===== src/rtl/color_bbox_tracker_pkg.sv =====
// Shared types and helpers for the colour bounding-box tracker.
//   state_t   : frame FSM states
//   rgb_t     : 24-bit pixel / threshold payload, R in the MSBs
//   in_window : inclusive per-channel window test
package tracker_pkg;

  localparam int unsigned RGB_W = 24;

  typedef enum logic [1:0] {
    IDLE   = 2'd0,
    ACCUM  = 2'd1,
    FLUSH  = 2'd2,
    REPORT = 2'd3
  } state_t;

  typedef struct packed {
    logic [7:0] r;
    logic [7:0] g;
    logic [7:0] b;
  } rgb_t;

  // An inverted window (lo > hi) on any channel can never be satisfied.
  function automatic logic in_window(rgb_t px, rgb_t lo, rgb_t hi);
    return (px.r >= lo.r) && (px.r <= hi.r) &&
           (px.g >= lo.g) && (px.g <= hi.g) &&
           (px.b >= lo.b) && (px.b <= hi.b);
  endfunction

endpackage


===== src/rtl/color_bbox_tracker_bbox_accum.sv =====
// Per-target bounding-box accumulator.
//   clk, reset            : clock, synchronous active-high reset
//   i_clear               : start a new frame (wins over i_update)
//   i_update, i_x, i_y    : fold one matched pixel into the box
//   o_found               : count >= MIN_PIXELS (0 treated as 1)
//   o_center_*, o_width, o_height : box geometry, zero when not found
//   o_count               : saturating matched-pixel count
module bbox_accum #(
  parameter int unsigned COORD_W    = 12,
  parameter int unsigned CNT_W      = 20,
  parameter int unsigned MIN_PIXELS = 16
) (
  input  logic               clk,
  input  logic               reset,
  input  logic               i_clear,
  input  logic               i_update,
  input  logic [COORD_W-1:0] i_x,
  input  logic [COORD_W-1:0] i_y,
  output logic               o_found,
  output logic [COORD_W-1:0] o_center_x,
  output logic [COORD_W-1:0] o_center_y,
  output logic [COORD_W-1:0] o_width,
  output logic [COORD_W-1:0] o_height,
  output logic [CNT_W-1:0]   o_count
);

  localparam logic [CNT_W-1:0] MIN_EFF = (MIN_PIXELS == 0) ? CNT_W'(1) : CNT_W'(MIN_PIXELS);
  localparam logic [CNT_W-1:0] CNT_MAX = '1;

  logic [COORD_W-1:0] r_min_x, r_min_y, r_max_x, r_max_y;
  logic [CNT_W-1:0]   r_count;
  logic [COORD_W:0]   w_sum_x, w_sum_y;
  logic               w_found;

  // Box and count registers; min starts at all-ones so the first hit always wins.
  always_ff @(posedge clk) begin
    if (reset || i_clear) begin
      r_min_x <= '1;
      r_min_y <= '1;
      r_max_x <= '0;
      r_max_y <= '0;
      r_count <= '0;
    end else if (i_update) begin
      if (i_x < r_min_x) r_min_x <= i_x;
      if (i_y < r_min_y) r_min_y <= i_y;
      if (i_x > r_max_x) r_max_x <= i_x;
      if (i_y > r_max_y) r_max_y <= i_y;
      if (r_count != CNT_MAX) r_count <= r_count + CNT_W'(1);
    end
  end

  // Centre sums carry one extra bit so the halving cannot overflow.
  always_comb begin
    w_found    = (r_count >= MIN_EFF);
    w_sum_x    = {1'b0, r_min_x} + {1'b0, r_max_x};
    w_sum_y    = {1'b0, r_min_y} + {1'b0, r_max_y};
    o_found    = w_found;
    o_count    = r_count;
    o_center_x = '0;
    o_center_y = '0;
    o_width    = '0;
    o_height   = '0;
    if (w_found) begin
      o_center_x = COORD_W'(w_sum_x >> 1);
      o_center_y = COORD_W'(w_sum_y >> 1);
      o_width    = r_max_x - r_min_x + COORD_W'(1);
      o_height   = r_max_y - r_min_y + COORD_W'(1);
    end
  end

endmodule


===== src/rtl/color_bbox_tracker.sv =====
// Per-frame RGB colour-window tracker with one bounding box per target.
//   clock_50, reset         : clock, synchronous active-high reset
//   in_valid/in_ready       : pixel handshake; in_pixel R[23:16] G[15:8] B[7:0]
//   in_sof                  : marks pixel (0,0) of a frame
//   thr_lo, thr_hi          : per-target inclusive RGB windows, 24 bits per target
//   out_valid               : one-cycle report strobe; report fields hold until next
//   out_found/center/width/height/count : per-target report, packed by target
//   sync_err                : one-cycle pulse when a short frame is abandoned
module color_bbox_tracker
  import tracker_pkg::*;
#(
  parameter int unsigned WIDTH       = 640,
  parameter int unsigned HEIGHT      = 480,
  parameter int unsigned COORD_W     = 12,
  parameter int unsigned NUM_TARGETS = 2,
  parameter int unsigned CNT_W       = 20,
  parameter int unsigned MIN_PIXELS  = 16
) (
  input  logic                           clock_50,
  input  logic                           reset,
  input  logic                           in_valid,
  output logic                           in_ready,
  input  logic [23:0]                    in_pixel,
  input  logic                           in_sof,
  input  logic [NUM_TARGETS*24-1:0]      thr_lo,
  input  logic [NUM_TARGETS*24-1:0]      thr_hi,
  output logic                           out_valid,
  output logic [NUM_TARGETS-1:0]         out_found,
  output logic [NUM_TARGETS*COORD_W-1:0] out_center_x,
  output logic [NUM_TARGETS*COORD_W-1:0] out_center_y,
  output logic [NUM_TARGETS*COORD_W-1:0] out_width,
  output logic [NUM_TARGETS*COORD_W-1:0] out_height,
  output logic [NUM_TARGETS*CNT_W-1:0]   out_count,
  output logic                           sync_err
);

  localparam int unsigned     NT     = NUM_TARGETS;
  localparam logic [COORD_W-1:0] X_LAST = COORD_W'(WIDTH - 1);
  localparam logic [COORD_W-1:0] Y_LAST = COORD_W'(HEIGHT - 1);

  state_t                r_state, w_next;
  logic                  w_ready, w_load;
  logic                  w_accept, w_take, w_resync, w_last, w_clear;
  logic [COORD_W-1:0]    r_x, r_y, w_px_x, w_px_y;
  logic [NT*RGB_W-1:0]   r_thr_lo, r_thr_hi, w_lo, w_hi;
  logic [NT-1:0]         w_match;
  logic                  r_s1_valid;
  logic [COORD_W-1:0]    r_s1_x, r_s1_y;
  logic [NT-1:0]         r_s1_match;
  logic [NT-1:0]         w_found;
  logic [NT*COORD_W-1:0] w_cx, w_cy, w_w, w_h;
  logic [NT*CNT_W-1:0]   w_cnt;
  logic                  r_out_valid, r_sync_err;
  logic [NT-1:0]         r_found;
  logic [NT*COORD_W-1:0] r_cx, r_cy, r_w, r_h;
  logic [NT*CNT_W-1:0]   r_cnt;

  // Handshake qualifiers; an SOF pixel always lands at (0,0).
  always_comb begin
    w_accept = in_valid && w_ready;
    w_take   = w_accept && ((r_state == ACCUM) || in_sof);
    w_resync = w_accept && in_sof && (r_state == ACCUM) &&
               ((r_x != '0) || (r_y != '0));
    w_px_x   = in_sof ? '0 : r_x;
    w_px_y   = in_sof ? '0 : r_y;
    w_last   = (w_px_x == X_LAST) && (w_px_y == Y_LAST);
    w_clear  = w_load || (w_accept && in_sof);
  end

  // FSM state register.
  always_ff @(posedge clock_50) begin
    if (reset) r_state <= IDLE;
    else       r_state <= w_next;
  end

  // FSM next state.
  always_comb begin
    w_next = r_state;
    case (r_state)
      IDLE:    if (w_take) w_next = ACCUM;
      ACCUM:   if (w_take && w_last) w_next = FLUSH;
      FLUSH:   w_next = REPORT;
      REPORT:  w_next = ACCUM;
      default: w_next = IDLE;
    endcase
  end

  // FSM outputs; in_ready is held low while reset is asserted.
  always_comb begin
    w_ready = 1'b0;
    w_load  = 1'b0;
    case (r_state)
      IDLE, ACCUM: w_ready = !reset;
      REPORT:      w_load  = 1'b1;
      default:     ;
    endcase
  end

  assign in_ready = w_ready;

  // Raster position of the next expected pixel.
  always_ff @(posedge clock_50) begin
    if (reset || w_load) begin
      r_x <= '0;
      r_y <= '0;
    end else if (w_take) begin
      if (w_px_x == X_LAST) begin
        r_x <= '0;
        r_y <= (w_px_y == Y_LAST) ? '0 : w_px_y + COORD_W'(1);
      end else begin
        r_x <= w_px_x + COORD_W'(1);
        r_y <= w_px_y;
      end
    end
  end

  // Threshold shadows, re-latched on every accepted SOF.
  always_ff @(posedge clock_50) begin
    if (reset) begin
      r_thr_lo <= '0;
      r_thr_hi <= '0;
    end else if (w_accept && in_sof) begin
      r_thr_lo <= thr_lo;
      r_thr_hi <= thr_hi;
    end
  end

  // The SOF pixel is classified with the window being latched alongside it.
  always_comb begin
    w_lo    = in_sof ? thr_lo : r_thr_lo;
    w_hi    = in_sof ? thr_hi : r_thr_hi;
    w_match = '0;
    for (int unsigned t = 0; t < NT; t++) begin
      w_match[t] = in_window(rgb_t'(in_pixel), rgb_t'(w_lo[t*RGB_W +: RGB_W]),
                             rgb_t'(w_hi[t*RGB_W +: RGB_W]));
    end
  end

  // Stage 1: position and match bits of the accepted pixel.
  always_ff @(posedge clock_50) begin
    if (reset) begin
      r_s1_valid <= 1'b0;
      r_s1_x     <= '0;
      r_s1_y     <= '0;
      r_s1_match <= '0;
    end else begin
      r_s1_valid <= w_take;
      if (w_take) begin
        r_s1_x     <= w_px_x;
        r_s1_y     <= w_px_y;
        r_s1_match <= w_match;
      end
    end
  end

  // Stage 2: per-target accumulators; a clear drops whatever stage 1 holds.
  for (genvar t = 0; t < NT; t++) begin : g_tgt
    bbox_accum #(
      .COORD_W   (COORD_W),
      .CNT_W     (CNT_W),
      .MIN_PIXELS(MIN_PIXELS)
    ) u_accum (
      .clk       (clock_50),
      .reset     (reset),
      .i_clear   (w_clear),
      .i_update  (r_s1_valid && r_s1_match[t]),
      .i_x       (r_s1_x),
      .i_y       (r_s1_y),
      .o_found   (w_found[t]),
      .o_center_x(w_cx[t*COORD_W +: COORD_W]),
      .o_center_y(w_cy[t*COORD_W +: COORD_W]),
      .o_width   (w_w[t*COORD_W +: COORD_W]),
      .o_height  (w_h[t*COORD_W +: COORD_W]),
      .o_count   (w_cnt[t*CNT_W +: CNT_W])
    );
  end

  // Report registers and strobes.
  always_ff @(posedge clock_50) begin
    if (reset) begin
      r_out_valid <= 1'b0;
      r_sync_err  <= 1'b0;
      r_found     <= '0;
      r_cx        <= '0;
      r_cy        <= '0;
      r_w         <= '0;
      r_h         <= '0;
      r_cnt       <= '0;
    end else begin
      r_out_valid <= w_load;
      r_sync_err  <= w_resync;
      if (w_load) begin
        r_found <= w_found;
        r_cx    <= w_cx;
        r_cy    <= w_cy;
        r_w     <= w_w;
        r_h     <= w_h;
        r_cnt   <= w_cnt;
      end
    end
  end

  assign out_valid    = r_out_valid;
  assign sync_err     = r_sync_err;
  assign out_found    = r_found;
  assign out_center_x = r_cx;
  assign out_center_y = r_cy;
  assign out_width    = r_w;
  assign out_height   = r_h;
  assign out_count    = r_cnt;

endmodule


===== config.mk =====
export PLATFORM = sky130hd
export DESIGN_NAME = color_bbox_tracker
export DESIGN_NICKNAME = d
export VERILOG_FILES = /design/src/rtl/color_bbox_tracker_pkg.sv /design/src/rtl/color_bbox_tracker_bbox_accum.sv /design/src/rtl/color_bbox_tracker.sv
export SDC_FILE = /design/constraint.sdc
export NUM_CORES = 1
export LEC_CHECK = 0
export CAP_MARGIN = 40
export CELL_PAD_IN_SITES_DETAIL_PLACEMENT = 0
export CELL_PAD_IN_SITES_GLOBAL_PLACEMENT = 2
export CORE_ASPECT_RATIO = 0.5
export CORE_MARGIN = 2
export CORE_UTILIZATION = 39
export CTS_BUF_LIST = sky130_fd_sc_hd__clkbuf_4
export CTS_CLUSTER_DIAMETER = 30
export DETAILED_ROUTE_END_ITERATION = 12
export PLACE_DENSITY = 0.95
export SYNTH_ARGS = -nofsm -noshare
export SYNTH_HDL_FRONTEND = slang
export SYNTH_SLANG_ARGS = --single-unit

===== constraint.sdc =====
create_clock -name clock_50 -period 5.4 [get_ports clock_50]
set_input_delay 0.54 -clock clock_50 [delete_from_list [all_inputs] [get_ports clock_50]]
set_output_delay 0.54 -clock clock_50 [all_outputs]
set_load 0.005 [all_outputs]

[After elaboration in Yosys (flattened, before gate mapping)]
Index checks and enable logic that the tools add are counted.
Storage, ports and cells
  word-level logic and storage cells: 134
  output and inout port bits: 141
  flip-flop bits (word level): 425
  bits of input ports: 124
Operators by class
  multiplexer cells: 20
  reduce and logical (&&, ||, !) cells: 40
  add/sub/neg operators: 16
  order comparisons: 22
  equal/unequal tests: 9
Operators by type and width (number)
  12-bit 2-to-1 mux: 13
  48-bit 2-to-1 mux: 2
  12-bit by 1-bit adder with 12-bit output, second input constant: 6
  12-bit by 12-bit adder with 13-bit output: 4
  8-bit >= comparator: 6
  12-bit greater-than comparator: 4
  8-bit less-or-equal comparator: 6
  12-bit less-than comparator: 4
  12-bit subtractor: 4
  20-bit by 1-bit adder with 20-bit output, second input constant: 2
  20-bit by 5-bit >= comparator with 1-bit output, second input constant: 2
  20-bit != test, second input constant: 2
  12-bit nonzero test: 2
  2-bit AND reduction: 11
  1-bit logical AND: 19
  12-bit by 10-bit equality test with 1-bit output, second input constant: 1
  12-bit by 9-bit equality test with 1-bit output, second input constant: 1
  2-bit case mux with 4 select lines: 1
  1-bit logical OR: 5
  2-bit equality test, second input constant: 2
  2-bit 2-to-1 mux: 2
  2-bit by 1-bit equality test with 1-bit output, second input constant: 1
  2-bit zero test: 1
  1-bit 2-to-1 mux: 2
  other kinds (4): 4

[Logic depth before layout (Yosys ltp)]
  word-level depth: 8
  gate-level depth with buffers: 13
  mapped depth without buffers: 12

[Modules after synthesis]
Synthesis repeated with hierarchy kept, for this count alone.
Second synthesis, totals
  cells, all modules: 3072
  area total of the unflattened synthesis: 26060.0 um2
By module, submodules not included
  color_bbox_tracker: seq. area each 5785.5 um2, cells each 1515, area each 13641.8 um2, instances 1
  bbox_accum at g_tgt[0].u_accum: seq. area each 1361.3 um2, cells each 785, area each 6254.7 um2, instances 1
  bbox_accum at g_tgt[1].u_accum: seq. area each 1361.3 um2, cells each 772, area each 6163.4 um2, instances 1

[Least setup slack after synthesis]
OpenSTA, ideal clock, no wires.
  path type: input -> register
  from: input port in_sof
  to: register r_y[9]
  buffers on the path: 4
  stages: 12
  slack: 2133 ps
  data required time: 5330 ps
  library setup time: 70 ps
  data arrival time: 3197 ps
  cells stage by stage: clkbuf_1 -> clkbuf_1 -> buf_1 -> nor2b_1 -> ha_1 -> nand4_2 -> or4b_1 -> buf_2 -> nor4b_4 -> nand2_1 -> or3_1 -> a21oi_1
Between the ends
  elaborated cells between the ends (all ways): 9
  those cells by class: add/sub (1); eq/ne (2); mux (4); reduce/logical (2)
RTL lines
  start: declaration: RTL line color_bbox_tracker.sv:24  | input logic in_sof,
  12-bit 2-to-1 mux: RTL line color_bbox_tracker.sv:64  | w_px_x = in_sof ? '0 : r_x;
  named net w_px_x[1]: RTL line color_bbox_tracker.sv:44  | logic [COORD_W-1:0] r_x, r_y, w_px_x, w_px_y;
  12-bit by 10-bit equality test with 1-bit output: RTL line color_bbox_tracker.sv:107  | if (w_px_x == X_LAST) begin
  12-bit 2-to-1 mux: RTL line color_bbox_tracker.sv:107
  end signal: assignment: RTL line color_bbox_tracker.sv:109  | r_y <= (w_px_y == Y_LAST) ? '0 : w_px_y + COORD_W'(1);
  end signal: assignment: RTL line color_bbox_tracker.sv:112  | r_y <= w_px_y;
  end: declaration: RTL line color_bbox_tracker.sv:44
The timed path passes the listed nets, and every way through them passes these cells.
A chain may end at the register's enable or synchronous reset.

[Worst setup path in the final report]
  from: register r_state[0]
  to: register r_cy[22], in the netlist out_center_y[22]
Between the ends
  word-level cells in the longest chain between the ends: 2
Ends and longest elaborated chain
  start: declaration: RTL line color_bbox_tracker.sv:41  | state_t r_state, w_next;
  start signal: assignment: RTL line color_bbox_tracker.sv:73  | else r_state <= w_next;
  2-bit equality test: RTL line color_bbox_tracker.sv:92  | case (r_state)
  1-bit 2-to-1 mux: RTL line color_bbox_tracker.sv:92
  named net w_load: RTL line color_bbox_tracker.sv:42  | logic w_ready, w_load;
  end signal: assignment: RTL line color_bbox_tracker.sv:195  | r_cy <= w_cy;
  end: declaration: RTL line color_bbox_tracker.sv:55  | logic [NT*COORD_W-1:0] r_cx, r_cy, r_w, r_h;
The timed path passes the listed nets, and every way through them passes these cells.

==> metrics.csv <==
stage;metric;value;unit
logic_synthesis;post-synthesis cell type count;76;
worst_setup_path;slowest CP cell;and2_1;
final_layout;final core utilization;0.472;
power;Power Dens Cells;232;mW/mm^2
route;vias;22500;
route;TritonRoute pass-1 iters;5;
route;post-route ant nets;0;
sta;RSZ-0062 raised after global routing;no;
logic_synthesis;sequential share of the synthesized area;0.333;
logic_synthesis;ys async rst share;0;
min_path;worst hold path class;input pin to register;
clocking;CTS Buffer Depth;3;
place;hpwl dp;51.8;mm
global_routing;grt peak-use layer;met2;
sta;Final period util;0.576;
worst_setup_path;critical path startpoint category;register;
logic_synthesis;Syn. warnings;0;
floorplanning;CORE AREA;0.0649;mm^2
floorplanning;Die Wd;366;um
worst_setup_path;Crit. Startpoint;r_state[0];
worst_setup_path;critical-path maximum fanout;42;
clocking;Hold-fix buffers, CTS;1;
min_path;Hold Startpoint;thr_lo[37];
worst_setup_path;Crit path required time;6.29;ns
sta;Final Hold Fails;0;
place;PortBufs;264;
route;Routed WL per cell;16.8;um
worst_setup_path;Crit Reg-Reg Startpoint;r_state[0];
global_routing;first-pass GRT wire length;115;mm
power;Sw Share;0.275;
power;Flop pwr share;0.454;
global_routing;largest net degree at the start of global routing;87;
logic_synthesis;ys flop type;dfxtp_1;
logic_synthesis;Syn Area/Cell;8.42;um^2
floorplanning;Die H;185;um
sta;Final setup viols;0;
floorplanning;Total Die Area;0.0677;mm^2
global_routing;met2 GRT Util;0.331;
global_routing;Overall Global Routing Usage;0.209;
logic_synthesis;Synth Instances;3035;
sta;Max Clock Skew;0.0797;ns
sta;worst slew pin tran;0.837;ns
final_layout;fillcell total;6352;
route;DRT Wirelength;71.6;mm
worst_setup_path;Largest delay share family, worst path;simple AND/OR/NAND/NOR gates;
run_status;outcome;complete, no violations;
clocking;CTS Buf Count;109;
floorplanning;row cnt;66;
run;Max Cap Viol;0;
place;routability cong.;0.861;
worst_setup_path;CP bufs+invs;2;
final_layout;Area Overhead vs Synth;19.8;%
power;Max IR drop VDD;0.236;mV
clocking;CTS tree;yes;
clocking;Resized cells post-CTS;0;
power;Leak;13.0;nW
clocking;clock sinks;425;
worst_setup_path;crit end category;register;
final_layout;Storage cell area;0.00851;mm^2
global_routing;initial antenna violation count;8;
sta;final worst path period need;3.11;ns
power;P_int;5.15;mW
global_routing;GR Layer Usage met1;0.286;
clocking;# H-tree levels;3;
logic_synthesis;syn_nets;3497;
clocking;Setup Buffers After CTS;0;
route;Iter 0 DRT Violations;1349;
power;Clk pwr share;0.432;
sta;setup TNS;0;ns
logic_synthesis;#FFs+latches synth;425;
global_routing;grt met3 use;0.0405;
sta;Max transition margin;0.442;
final_layout;area occupied by multi-input gates;0.0159;mm^2
route;DR vias/cell;5.27;
logic_synthesis;mapped cell area;0.0256;mm^2
worst_setup_path;critical path, cell by cell;ha_2, buf_4, nor2b_1, and2_1, buf_4, nand3b_1, nor3_1, or3b_2;
worst_setup_path;Most Frequent Cell on Critical Path;buf_4;
sta;Fmax;0.322;GHz
floorplanning;I/O Pins;265;
logic_synthesis;Post-synth EDFFs;0;
route;DRC viols;0;
clocking;clk_lat worst skew;0.97;ns
worst_setup_path;arrival time at the worst endpoint;4.00;ns
final_layout;share of layout cells above drive strength 1;0.0689;
clocking;clock-pin slew on the worst setup and hold paths;0.08;ns
power;Logic pwr share;0.114;
power;switching power;1.95;mW
floorplanning;initial core utilization;0.394;
sta;Slew Limit Fails;0;
final_layout;layout net count;3756;
global_routing;vias in the first global route;21500;
clocking;Root Buffer;clkbuf_4;
worst_setup_path;Setup CP Type;register to register;
global_routing;remaining global-route overflow;0;
worst_setup_path;CP peak stage delay;0.67;ns
sta;Hold WS;0.143;ns
## layout by cell type, fill, tap and decap left out, types with 12 or more instances in the layout
master           instances
dfxtp_1                425
nand2_1                408
ha_1                   329
clkdlybuf4s50_1        262
nor2_1                 239
a21oi_1                233
mux2i_1                174
inv_1                  172
o21ai_0                149
clkbuf_4               140
nand3_1                 72
xnor2_1                 55
nor3_1                  46
nand4_1                 38
nor2b_1                 31
o31ai_1                 31
xor2_1                  31
a21o_1                  30
a31oi_1                 29
nand2b_1                27
clkinv_1                25
or3_1                   22
buf_4                   22
a22oi_1                 21
o21a_1                  20
nor4_1                  20
a211oi_1                18
or4_1                   18
and3_1                  18
o211ai_1                16
a22o_1                  16
diode_2                 12
mux2_2                  12
a2bb2oi_1               12
## registers in the layout, indices dropped and copies added (netlist names), 12 cells and up
name	count
r_thr_hi	48
r_s1_y	12
out_height	24
g_tgt.u_accum.o_count	40
out_center_y	24
out_center_x	24
r_thr_lo	48
g_tgt.u_accum.r_min_y	24
r_y	12
r_s1_x	12
g_tgt.u_accum.r_min_x	24
r_x	12
out_width	24
g_tgt.u_accum.r_max_y	24
g_tgt.u_accum.r_max_x	24
out_count	40
## area by class of cell
type,count,area share
repair buffers,294,0.0965
clock inverters,43,0.0135
well taps,884,0.0361
flip-flops and latches,425,0.278
diodes,12,0.000981
inverters,172,0.0211
multi-input cells,2292,0.520
clock buffers,140,0.0343
## cells in the mapped netlist (21+ instances only)
master	instances	area (um^2)
mux2i_1	174	1740
inv_1	172	646
a22oi_1	21	158
nand2_1	409	1540
nand3_1	73	365
a31oi_1	31	194
nor2_1	240	901
o31ai_1	31	233
dfxtp_1	425	8510
a21o_1	30	225
xnor2_1	55	482
xor2_1	31	272
o21ai_0	149	746
clkbuf_1	110	413
ha_1	330	4130
or3_1	22	138
nand4_1	38	238
nor2b_1	31	194
buf_1	29	109
a21oi_1	233	1170
nor3_1	46	230
nand2b_1	27	169
## worst register-to-register path, delay by kind of cell, from the launching register on
family / cells / cell delay [ns]
flops: 1 / 0.40
buf+inv: 2 / 0.92
simple gates: 5 / 1.58
fa+ha+maj: 1 / 0.20
## routing by layer
| metal | up-vias | part of all wire |
|---|---|---|
| li1 | 11400 | - |
| met1 | 10600 | 0.49 |
| met5 | - | 0 |
| met3 | 94 | 0.045 |
| met2 | 438 | 0.45 |
| met4 | 0 | 0.017 |
## metrics by stage
step                area [um^2]  std cells  worst slack, ns  power [mW]
floorplan                 25600       3035             2.13        3.79
global placement          29000       4060             2.04        4.07
detailed placement        29100       4066             2.01        4.11
CTS                       30600       4250             2.30        7.21
global route              30600       4261             2.05        7.47
finish                    30600       4262             2.29        7.10
## power groups by stage
stage | combinational (mW) | sequential (mW) | clock, mW
final | 0.810 | 3.22 | 3.07
after global routing | 0.903 | 3.23 | 3.34
after CTS | 0.815 | 3.22 | 3.17
after detailed placement | 0.812 | 3.30 | 0
after global placement | 0.781 | 3.29 | 0
after floorplan | 0.509 | 3.28 | 0
## kinds of logic (layout without fill, tap and decap cells)
family	Yosys count	in the layout	synth area share
other	0	12	0
xor gates and xnor gates	86	86	0.0295
muxes	186	186	0.0734
AOI/OAI and AO/OA	677	677	0.167
adders and majority gates	338	338	0.168
buffers and inverters	318	649	0.0470
and+or+nand+nor	1005	1005	0.183
DFF	425	425	0.333
## path summary, 6_finish.rpt
kind,to,slack (ns),cells after the start
hold / removal,r_thr_lo[37],0.14,3
setup / recovery,out_center_y[22],2.29,8
hold reg to reg,out_found[1],0.44,2
setup reg to reg,out_center_y[22],2.29,8
Note: power is estimated with default switching activity, not from simulation.
